--- src/rtl/nt_monitor_pkg.sv ---
`default_nettype none
// ============================================================================
// Module      : nt_monitor_pkg
// Description : Shared FSM encoding and sizing helper for the rare-event monitor.
// Revision    : 1.0 - initial release
// ============================================================================
package nt_monitor_pkg;

    localparam int c_STATE_W = 2;

    typedef enum logic [c_STATE_W-1:0] {
        ST_IDLE    = 2'd0,
        ST_ARMED   = 2'd1,
        ST_ALARM   = 2'd2,
        ST_ILLEGAL = 2'd3
    } state_e;

    // A single channel still needs a one-bit channel index.
    function automatic int chan_w(input int width);
        return (width > 1) ? $clog2(width) : 1;
    endfunction

endpackage
`default_nettype wire

--- src/rtl/nt_node_pipe.sv ---
`default_nettype none
// ============================================================================
// Module      : nt_node_pipe
// Description : One channel of the rare-node pipeline, DEPTH register stages.
// Revision    : 1.0 - initial release
// ============================================================================
module nt_node_pipe #(
    parameter int DEPTH = 2
) (
    input  logic clk,
    input  logic rst,
    input  logic i_a,
    input  logic i_b,
    input  logic i_c,
    input  logic i_d,
    input  logic i_valid,
    output logic o_node,
    output logic o_valid
);

    logic [DEPTH-1:0] r_a;
    logic [DEPTH-1:0] r_b;
    logic [DEPTH-1:0] r_v;
    logic             w_a;
    logic             w_b;

    assign w_a = i_a | i_b;
    assign w_b = ~(i_c & ~i_d);

    always_ff @(posedge clk or posedge rst) begin
        if (rst) begin
            r_a <= '0;
            r_b <= '0;
            r_v <= '0;
        end else begin
            r_a[0] <= w_a;
            r_b[0] <= w_b;
            r_v[0] <= i_valid;
            for (int k = 1; k < DEPTH; k++) begin
                r_a[k] <= r_a[k-1];
                r_b[k] <= r_b[k-1];
                r_v[k] <= r_v[k-1];
            end
        end
    end

    assign o_node  = r_a[DEPTH-1] & ~r_b[DEPTH-1];
    assign o_valid = r_v[DEPTH-1];

endmodule
`default_nettype wire

--- src/rtl/nt_rare_event_monitor.sv ---
`default_nettype none
// ============================================================================
// Module      : nt_rare_event_monitor
// Description : Per-channel rare-node pipeline with activation counters and
//               a sticky threshold alarm controlled by an IDLE/ARMED/ALARM FSM.
// Revision    : 1.0 - initial release
// ============================================================================
module nt_rare_event_monitor
    import nt_monitor_pkg::*;
#(
    parameter int WIDTH  = 4,
    parameter int DEPTH  = 2,
    parameter int CNT_W  = 8,
    parameter int THRESH = 16
) (
    input  logic                       I1470_clk,
    input  logic                       I1477_rst,
    input  logic [WIDTH-1:0]           in_a,
    input  logic [WIDTH-1:0]           in_b,
    input  logic [WIDTH-1:0]           in_c,
    input  logic [WIDTH-1:0]           in_d,
    input  logic                       in_valid,
    input  logic                       arm,
    input  logic                       clr,
    output logic [WIDTH-1:0]           node,
    output logic                       node_valid,
    output logic                       alarm,
    output logic [chan_w(WIDTH)-1:0]   alarm_chan,
    output logic [1:0]                 state
);

    localparam int               c_CHAN_W  = chan_w(WIDTH);
    localparam logic [CNT_W-1:0] c_THRESH  = CNT_W'(THRESH);
    localparam logic [CNT_W-1:0] c_CNT_MAX = '1;
    localparam logic [CNT_W-1:0] c_CNT_ONE = CNT_W'(1);

    logic [WIDTH-1:0]             w_node;
    logic [WIDTH-1:0]             w_valid_vec;
    logic                         w_node_valid;
    logic [WIDTH-1:0][CNT_W-1:0]  r_cnt;
    logic [WIDTH-1:0][CNT_W-1:0]  w_cnt_plus;
    logic [WIDTH-1:0]             w_inc;
    logic [WIDTH-1:0]             w_hit;
    logic                         w_any_hit;
    logic [c_CHAN_W-1:0]          w_hit_chan;
    logic [c_CHAN_W-1:0]          r_alarm_chan;
    state_e                       r_state;
    state_e                       w_state_next;

    genvar gi;
    generate
        for (gi = 0; gi < WIDTH; gi++) begin : g_chan
            nt_node_pipe #(
                .DEPTH (DEPTH)
            ) u_pipe (
                .clk     (I1470_clk),
                .rst     (I1477_rst),
                .i_a     (in_a[gi]),
                .i_b     (in_b[gi]),
                .i_c     (in_c[gi]),
                .i_d     (in_d[gi]),
                .i_valid (in_valid),
                .o_node  (w_node[gi]),
                .o_valid (w_valid_vec[gi])
            );
        end
    endgenerate

    // Every lane carries an identical copy of the valid bit.
    assign w_node_valid = &w_valid_vec;
    assign node         = w_node;
    assign node_valid   = w_node_valid;

    // Saturating increment and threshold detection; lowest channel wins ties.
    always_comb begin
        w_inc      = '0;
        w_hit      = '0;
        w_cnt_plus = r_cnt;
        w_hit_chan = '0;
        for (int i = 0; i < WIDTH; i++) begin
            w_cnt_plus[i] = r_cnt[i] + c_CNT_ONE;
            w_inc[i]      = (r_state == ST_ARMED) && w_node_valid && w_node[i]
                            && (r_cnt[i] != c_CNT_MAX);
            w_hit[i]      = w_inc[i] && (w_cnt_plus[i] == c_THRESH);
        end
        for (int i = WIDTH - 1; i >= 0; i--) begin
            if (w_hit[i]) begin
                w_hit_chan = c_CHAN_W'(i);
            end
        end
    end

    assign w_any_hit = |w_hit;

    always_ff @(posedge I1470_clk or posedge I1477_rst) begin
        if (I1477_rst) begin
            r_state <= ST_IDLE;
        end else begin
            r_state <= w_state_next;
        end
    end

    always_comb begin
        w_state_next = r_state;
        if (clr) begin
            w_state_next = ST_IDLE;
        end else begin
            case (r_state)
                ST_IDLE:  if (arm) w_state_next = ST_ARMED;
                ST_ARMED: if (w_any_hit) w_state_next = ST_ALARM;
                ST_ALARM: w_state_next = ST_ALARM;
                default:  w_state_next = ST_IDLE;
            endcase
        end
    end

    always_comb begin
        state      = r_state;
        alarm      = (r_state == ST_ALARM);
        alarm_chan = r_alarm_chan;
    end

    // Counters are zero outside ARMED/ALARM and frozen once the alarm is up.
    always_ff @(posedge I1470_clk or posedge I1477_rst) begin
        if (I1477_rst) begin
            r_cnt <= '0;
        end else if (clr || ((r_state != ST_ARMED) && (r_state != ST_ALARM))) begin
            r_cnt <= '0;
        end else if (r_state == ST_ARMED) begin
            for (int i = 0; i < WIDTH; i++) begin
                if (w_inc[i]) begin
                    r_cnt[i] <= w_cnt_plus[i];
                end
            end
        end
    end

    always_ff @(posedge I1470_clk or posedge I1477_rst) begin
        if (I1477_rst) begin
            r_alarm_chan <= '0;
        end else if (clr) begin
            r_alarm_chan <= '0;
        end else if ((r_state == ST_ARMED) && w_any_hit) begin
            r_alarm_chan <= w_hit_chan;
        end
    end

endmodule
`default_nettype wire

--- config.mk ---
export PLATFORM = sky130hd
export DESIGN_NAME = nt_rare_event_monitor
export DESIGN_NICKNAME = d
export VERILOG_FILES = /design/src/rtl/nt_monitor_pkg.sv /design/src/rtl/nt_node_pipe.sv /design/src/rtl/nt_rare_event_monitor.sv
export SDC_FILE = /design/constraint.sdc
export NUM_CORES = 1
export LEC_CHECK = 0
export CAP_MARGIN = 20
export CELL_PAD_IN_SITES_DETAIL_PLACEMENT = 0
export CELL_PAD_IN_SITES_GLOBAL_PLACEMENT = 1
export CORE_MARGIN = 2
export CORE_UTILIZATION = 40
export CTS_CLUSTER_SIZE = 30
export DETAILED_ROUTE_END_ITERATION = 7
export PLACE_DENSITY = 0.79
export SLEW_MARGIN = 40
export SYNTH_ARGS = -nofsm -noshare
export SYNTH_HDL_FRONTEND = slang
export SYNTH_SLANG_ARGS = --single-unit
--- constraint.sdc ---
create_clock -name I1470_clk -period 5.6 [get_ports I1470_clk]
set_clock_uncertainty 0.2 [all_clocks]
set_input_delay 0.84 -clock I1470_clk [delete_from_list [all_inputs] [get_ports I1470_clk]]
set_output_delay 0.84 -clock I1470_clk [all_outputs]
set_load 0.02 [all_outputs]
* Word level (Yosys, flattened, before mapping) *
Cells that the tools add are included.
Widths: inputs -> output; s select.

word-level totals
  bits in read-only memories = 0
  output and inout bits = 10
  register bits = 60
  bits of input ports = 21
  word-level logic and storage cells = 106
  memories kept = 0
  latch bits = 0
  RAM bits = 0

cells by class
  multiplexer cells = 16
  equal/unequal tests = 14
  div/mod/pow operators = 0
  shifts and indexed selects = 0
  multipliers = 0
  $lt $le $gt $ge = 0
  bitwise operators = 24
  reductions and logical operators = 30
  $add $sub $neg = 4

operator list
  cell                 number
  $mux 32              2
  $add 8x1->8 const B  4
  $eq 8x5->1 const B   4
  $mux 8               4
  $ne 8x8->1 const B   4
  $mux 2               9
  $logic_and 1x1->1    15
  $not 1->1            12
  $reduce_bool 2->1    6
  $reduce_and 2->1     5
  $and 1x1->1          8
  $ne 3x3->1 const B   2
  $pmux 2 s3           1
  $or 1x1->1           4
  $reduce_and 4->1     1
  $reduce_or 4->1      1
  $eq 2x1->1 const B   1
  $eq 2x2->1 const B   1
  $logic_not 2->1      1
  $ne 2x1->1 const B   1
  $ne 2x2->1 const B   1
  $logic_or 1x1->1     1

* Depth between registers and ports, before layout *
Gate-level depths: netlist of run 1.

  word-level depth = 11
  depth in mapped cells = 8
  depth with buffers taken out = 8

* Cells and area by module *
Synthesis of run 1 repeated with hierarchy kept, for this count alone.

unflattened totals
  cells, all modules = 273
  area, all modules = 2856.5 um^2

by module, submodules not included
  module                 area an instance (um^2)  cells an instance  seq. area each (um^2)  times used
  nt_rare_event_monitor  2165.8                   233                900.9                  1
  nt_node_pipe           172.7                    10                 150.1                  4

* Worst setup path after synthesis of run 1 *
Ideal clock, no wire load.

  path kind = register to register
  start = register r_state[1], in the netlist state[1]
  end = register r_state[1], in the netlist state[1]
  setup slack = 3.248 ns
  required time = 5.301 ns
  cell stages (with the launch flop) = 9
  path buffers = 0
  library setup time = 0.099 ns
  data arrival time = 2.053 ns
  cells stage by stage = dfrtp_1 > inv_1 > ha_1 > nand4b_1 > or4b_4 > o32ai_4 > nor2_2 > and2_4 > o311ai_4

between the ends
  longest elaborated chain between the ends = 8
  elaborated cells between the ends (all ways) = 22
  those cells by class = 4 x eq/ne; 2 x mux; 16 x reduce/logical

ends and longest elaborated chain
  element                            RTL line                                                   RTL
  start: declaration                 nt_rare_event_monitor.sv:47                                state_e r_state;
  start signal: assignment           nt_rare_event_monitor.sv:99                                r_state <= w_state_next;
  $eq 2x1->1                         nt_rare_event_monitor.sv:82, nt_rare_event_monitor.sv:108
  $logic_and 1x1->1 (2 in series)    nt_rare_event_monitor.sv:82                                w_inc[i] = (r_state == ST_ARMED) && w_node_valid && w_node[i]
  $logic_and 1x1->1                  nt_rare_event_monitor.sv:83                                && (r_cnt[i] != c_CNT_MAX);
  $logic_and 1x1->1                  nt_rare_event_monitor.sv:84                                w_hit[i] = w_inc[i] && (w_cnt_plus[i] == c_THRESH);
  $reduce_or 4->1                    nt_rare_event_monitor.sv:93                                assign w_any_hit = |w_hit;
  $ne 3x3->1 (no source line)        -
  $reduce_and 2->1 (no source line)  -

Several ways; a longest one is shown, not always the timed one.
A chain may end at the register's enable or synchronous reset.

* Worst setup path in the final report of run 1 *
  start = register r_state[0], in the netlist state[0]
  end = output alarm

between the ends
  longest elaborated chain between the ends = 1

ends and longest elaborated chain
  element           RTL line                      RTL
  $eq 2x2->1        nt_rare_event_monitor.sv:119  alarm = (r_state == ST_ALARM);
  end: declaration  nt_rare_event_monitor.sv:27   output logic alarm,

Every way passes these cells.

==> summary.md, run 1 <==
| Metric | Value |
|---|---|
| Routed len/inst | 13.6 um |
| Post-route ant nets | 0 |
| Worst Max-Slew Pin Slew | 0.670 ns |
| Total CTS buffers | 5 |
| GRT Residual Overflow | 0 |
| Fin crit share | 47.1% |
| MaxCap Viol Count | 0 |
| Post-synth top area cell | dfrtp_1 |
| Layout fillers | 592 |
| Drt via density | 5.16 |
| Worst-path clk slew | 0.09 ns |
| Top-level I/O count | 31 |
| Register area share after synthesis | 50.2% |
| Most frequent cells in the layout | dfrtp_1, nor2_1, clkdlybuf4s50_1, xnor2_1, xor2_1 |
| Worst r2r path cells | 7 |
| Fin. Hold Viols | 0 |
| Hold path startpoint | g_chan[1].u_pipe.r_a[0]$_DFF_PP0_ |
| Cell Rows | 29 |
| # hold bufs at CTS | 0 |
| PnR worst setup slack | 2.96 ns |
| Max H-tree Level | 2 |
| Nets | 310 |
| CP max FO | 4 |
| Tmin final | 2.64 ns |
| WL final | 4.87 mm |
| Final Setup Violations | 0 |
| Post-synth net total | 281 |
| Sink Count | 54 |
| Clock latency on the worst-skew pair | 0.30 ns |
| Resize count post-CTS | 0 |
| Crit path DAT | 1.60 ns |
| Core Area | 0.00642 mm2 |
| Worst setup SP type | flip-flop |
| Fmax | 379 MHz |
| Buffers on Ports | 30 |
| Detailed Place HPWL | 3.42 mm |
| Initial antenna violation count | 0 |
| Detailed Routing Iterations Pass 1 | 4 |
| Vias | 1851 |
| Number of synthesized flops with an enable pin | 0 |
| Global-route wire length before repair | 8.40 mm |
| Ant diodes | 0 |
| Max-slew violations | 0 |
| Final cell area excluding filler cells | 0.00313 mm2 |
| Syn Area/Cell | 10.7 um2 |
| Ys Warns | 0 |
| Syn Std Cell Area | 0.00269 mm2 |
| Setup tns final | 0 ns |
| Rel. slew slack | 55.3% |
| CTS root buffer | clkbuf_8 |
| CP startpoint | state[0]$_DFFE_PP0P_ |
| Die X | 86.0 um |
| GRT Util Overall | 14.5% |
| DIE AREA | 0.00740 mm2 |
| Largest net degree at the start of global routing | 55 |
| Commonest non-fill, non-tap cell in the layout | dfrtp_1 |
| Pre-CTS setup slack | 3.04 ns |
| DRC viols | 0 |
| Setup crit end kind | output port |
| Async set-or-reset flop fraction in the synthesized netlist | 100% |
| Hold path cells | 0 |
| R2R Path Start | state[1]$_DFFE_PP0P_ |
| Total Power | 765 uW |
| DIE HEIGHT | 86.0 um |
| Area contributors post-synth | dfrtp_1, nor2_1, xnor2_1, xor2_1, ha_1 |
| Synth Instances | 252 |
| Share of the synthesized area in the top cell type | 50.2% |
| RSZ-0062 raised after global routing | no |
| Initial drt markers | 73 |
| P_leak | 1.23 nW |
| Initial core utilization | 41.9% |
| Worst EP required | 4.56 ns |
| CTS tree | built |
| Yosys reg bits | 54 |
| Routability cong. | 0.776 |
| Prevailing post-synth register cell | dfrtp_1 |
| Area grow syn2layout | 16.3% |
| Count of cell types in the netlist | 53 |
| Postcts setup bufs | 0 |
| Cell area power density | 244 mW/mm2 |
| VDD IR max | 151 uV |
| Maximum clock path buffer count | 2 |
| Number of global-route vias before repair | 1821 |
| HP Class | reg2reg |
| Final Util | 48.7% |
| Status | finished clean |
| Critical path class | reg2out |
| Layout cells sized above 1 | 10.3% |
| Placed instance area | 0.00304 mm2 |
## registers in the layout, indices dropped and copies added, names as in the netlist
| name | count |
|---|---|
| r_cnt | 32 |
| g_chan.u_pipe.r_a | 8 |
| g_chan.u_pipe.r_b | 8 |
| alarm_chan | 2 |
| g_chan.u_pipe.r_v | 2 |
| state | 2 |
## Yosys cell counts (4+ instances only)
master / instances
ha_1: 8
nand2b_1: 6
nand4_1: 11
xnor2_1: 16
a21oi_1: 6
dfrtp_1: 54
buf_4: 4
nand2_1: 10
nor2_1: 39
xor2_1: 12
nand3_1: 10
mux2i_1: 5
or2_2: 4
and3_1: 4
inv_1: 8
## critical path, cell delays in order, from the launching register on
cell	delay, ns
dfrtp_1	0.42
inv_1	0.13
ha_1	0.16
clkdlybuf4s50_1	0.59
## power by group
| group | switching [mW] | internal (mW) | total, mW |
|---|---|---|---|
| sequential | 0.00897 | 0.401 | 0.410 |
| clock | 0.121 | 0.100 | 0.221 |
| combinational | 0.0779 | 0.0556 | 0.134 |
| total | 0.208 | 0.557 | 0.765 |
## logic make-up (layout without fill, tap and decap cells)
| family | Yosys count | after routing | synth area share, % |
|---|---|---|---|
| XOR/XNOR | 28 | 28 | 9.11 |
| adder cells (fa/ha/maj) | 8 | 8 | 3.72 |
| AO/OA/AOI/OAI | 24 | 24 | 8.23 |
| flip-flops | 54 | 54 | 50.2 |
| multiplexers | 5 | 5 | 1.86 |
| buffers and inverters | 17 | 47 | 3.21 |
| AND/OR/NAND/NOR | 116 | 116 | 23.7 |
## cell type report
cell class / count / area, um2 / area share, %
Sequential cell: 54 / 1350 / 43.2
Clock buffer: 7 / 86.3 / 2.76
Tap cell: 77 / 96.3 / 3.08
Timing Repair Buffer: 31 / 308 / 9.83
Multi-Input combinational cell: 181 / 1250 / 40.0
Clock inverter: 1 / 5.00 / 0.160
Inverter: 8 / 30.0 / 0.959
## stage by stage
stage          instances  hold slack [ns]
3_5_place_dp         351            0.135
5_1_grt              359            0.160
3_3_place_gp         351            0.133
6_report             359            0.154
2_1_floorplan        252            0.131
4_1_cts              359            0.157
## path summary, 6_finish.rpt
check                                                    end  slack [ns]
min in group asynchronous               r_cnt[8]$_DFFE_PP0P_        0.84
min                        g_chan[1].u_pipe.r_a[1]$_DFF_PP0_        0.15
max in group asynchronous  g_chan[2].u_pipe.r_b[1]$_DFF_PP0_        3.92
max                                                    alarm        2.96
min reg2reg                g_chan[1].u_pipe.r_a[1]$_DFF_PP0_        0.15
max reg2reg                             state[1]$_DFFE_PP0P_        3.05
## per-layer routing
metal  track usage (%)  part of all wire, %
met1              19.1                   47
met5                 0                    0
met2              23.9                   49
met3              3.85                  3.4
met4              3.46                 0.68
Power figures use the tool's default switching activity.
==> inputs of run 2 (changes only) <==
Clock period 5.6 ns to 2.6 ns, I/O delays scaled along.
==> summary.md, run 2 (synthesized netlist as in run 1, its figures left out) <==
| Metric | Value |
|---|---|
| Clock group share of total power | 28.4% (-0.5 points) |
| Vias | 1880 (+1.6%) |
| P_int | 1.18 mW (+110%) |
| CP max FO | 6 (+2) |
| Fmax | 405 MHz |
| Most frequent cells in the layout | dfrtp_1, nor2_1, clkdlybuf4s50_1, xnor2_1, xor2_1 |
| Critical path class | reg2reg |
| WL final | 4.90 mm (+0.53%) |
| CP startpoint | r_cnt[24]$_DFFE_PP0P_ |
| Die X | 86.0 um (unchanged) |
| Rel. slew slack | 55.5% (+0.20 points) |
| Maximum clock path buffer count | 2 (unchanged) |
| Area grow syn2layout | 17.5% |
| Worst hold margin | 0.154 ns (+0.000343 ns) |
| Comb pwr share | 18.2% (+0.8 points) |
| P_leak | 1.24 nW (+0.56%) |
| CP peak stage delay | 0.51 ns (-0.08 ns) |
| DIE HEIGHT | 86.0 um (unchanged) |
| Initial drt markers | 119 (+63%) |
| Global-route wire length before repair | 8.65 mm (+2.9%) |
| Worst Max-Slew Pin Slew | 0.667 ns (-0.00300 ns) |
| Initial core utilization | 41.9% (unchanged) |
| Cell family with most CP delay | simple AND/OR/NAND/NOR gates |
| Worst setup SP type | flip-flop |
| Hold path startpoint | g_chan[3].u_pipe.r_a[0]$_DFF_PP0_ |
| Core Area | 0.00642 mm2 (unchanged) |
| Post-route ant nets | 0 (unchanged) |
| Total Power | 1.65 mW (+120%) |
| Status | finished clean |
| Max-slew violations | 0 (unchanged) |
| Total CTS buffers | 5 (unchanged) |
| GRT Residual Overflow | 0 (unchanged) |
| Initial antenna violation count | 0 (unchanged) |
| Nets | 312 (+0.65%) |
| Buffers on Ports | 30 (unchanged) |
| Final Util | 49.2% (+0.49 points) |
| Cell area power density | 523 mW/mm2 (+110%) |
| Detailed Routing Iterations Pass 1 | 4 (unchanged) |
| CTS tree | built |
| GRT Util Overall | 14.8% (+0.28 points) |
| Worst-path clk slew | 0.10 ns (about the same) |
| Setup tns final | 0 ns (unchanged) |
| Detailed Place HPWL | 3.57 mm (+4.5%) |
| Layout fillers | 597 (+0.84%) |
| Layout cells sized above 1 | 12.0% (+1.7 points) |
| Largest net degree at the start of global routing | 38 (-31%) |
| Placed instance area | 0.00307 mm2 (+0.91%) |
| VDD IR max | 305 uV (+100%) |
| Switching Share | 28.6% (+1.4 points) |
| DRC viols | 0 (unchanged) |
| Worst EP required | 2.62 ns (-1.94 ns) |
| Max reg flops | 32 (unchanged) |
| Ant diodes | 0 (unchanged) |
| Biggest regs | r_cnt x32, g_chan.u_pipe.r_a x8, g_chan.u_pipe.r_b x8 |
| Tmin final | 2.47 ns |
| Flop pwr share | 53.4% (-0.2 points) |
| Final cell area excluding filler cells | 0.00316 mm2 (+1.0%) |
| Worst path bufs/invs | 0 (-2) |
| Largest register by flop count | r_cnt |
| Fin. Hold Viols | 0 (unchanged) |
| R2R Path Start | r_cnt[24]$_DFFE_PP0P_ |
| Cell Rows | 29 (unchanged) |
| HP Class | reg2reg |
| DIE AREA | 0.00740 mm2 (unchanged) |
| Fin crit share | 95.0% |
| Commonest non-fill, non-tap cell in the layout | dfrtp_1 |
| Psw | 472 uW (+130%) |
| MaxCap Viol Count | 0 (unchanged) |
| Number of global-route vias before repair | 1880 (+3.2%) |
| CTS root buffer | clkbuf_8 |
| Top-level I/O count | 31 (unchanged) |
| Postcts setup bufs | 0 (unchanged) |
| Sink Count | 54 (unchanged) |
| Routed len/inst | 13.6 um (about the same) |
| Max H-tree Level | 2 (unchanged) |
| RSZ-0062 raised after global routing | no |
| Routability cong. | 0.783 (+0.95%) |
| Setup crit end kind | flip-flop |
| Crit path DAT | 2.49 ns (+0.89 ns) |
| Critical-path cell list | ha_2, or3b_1, or4b_4, o32ai_4, nor2_2, and2_4, o311ai_4 |
| Final Setup Violations | 0 (unchanged) |
| Slowest stage cell on the critical path | or4b_4 |
| Drt via density | 5.21 (+1.0%) |
| Clock latency on the worst-skew pair | 0.31 ns (about the same) |
-- run 2: cell count changes in the layout (fill, tap and decap cells not counted), sizes merged --
cell | previous run | this run
clkinv | 1 | 2
clkbuf | 7 | 5
clkinvlp | 0 | 1
buf | 1 | 3
-- run 2: power groups by stage --
stage | sequential [mW] | combinational [mW] | clock [mW]
floorplan | 0.907 | 0.194 | 0
global placement | 0.898 | 0.301 | 0
detailed placement | 0.899 | 0.307 | 0
CTS | 0.882 | 0.307 | 0.488
global route | 0.887 | 0.339 | 0.523
finish | 0.882 | 0.300 | 0.470
-- run 2: path summary, 6_finish.rpt --
path / to / slack [ns] / depth (start not counted)
setup reg to reg: state[1]$_DFFE_PP0P_ / 0.13 / 7
hold reg to reg: g_chan[3].u_pipe.r_a[1]$_DFF_PP0_ / 0.15 / 0
hold / removal: g_chan[3].u_pipe.r_a[1]$_DFF_PP0_ / 0.15 / 0
max in group asynchronous: g_chan[2].u_pipe.r_b[1]$_DFF_PP0_ / 1.49 / 3
min in group asynchronous: state[0]$_DFFE_PP0P_ / 0.18 / 2
setup / recovery: state[1]$_DFFE_PP0P_ / 0.13 / 7
-- run 2: metal layers --
layer,global-route usage [%],part of all wire [%],vias to the layer above
met5,0,0,-
met4,4.33,1.3,0
met3,3.75,4.5,6
met2,24.5,48,31
met1,19.2,46,919
li1,-,-,924
-- run 2: cell type report --
class,instances,area [um2],share of cell area [%]
Sequential cell,54,1350,42.7
Multi-Input combinational cell,181,1260,39.8
Timing Repair Buffer,33,335,10.6
Tap cell,77,96.3,3.05
Clock buffer,5,68.8,2.18
Inverter,8,30.0,0.950
Clock inverter,3,21.3,0.673
-- run 2: repair_timing --
| action | 4_1_cts | 5_1_grt |
|---|---|---|
| gates resized for setup | 0 | 2 |
| hold buffers | 0 | 0 |
| endpoints found under the setup margin | 0 | 1 |
-- run 2: worst register-to-register path: stages (launching register included) --
cell and delay [ns]:
dfrtp_1 0.46, ha_2 0.27, or3b_1 0.35, or4b_4 0.51
o32ai_4 0.15, nor2_2 0.08, and2_4 0.17, o311ai_4 0.20
-- run 2: metrics by stage --
stage / worst slack [ns] / instances
2_1_floorplan: 0.248 / 252
3_3_place_gp: 0.209 / 353
3_5_place_dp: 0.136 / 353
4_1_cts: 0.113 / 361
5_1_grt: 0.0225 / 361
6_report: 0.131 / 361
==> inputs of run 3 (changes only) <==
Settings changed: SLEW_MARGIN 40 to not set.
==> results of run 3 <==
No change in the layout: final DEF, timing and power equal those of run 2.
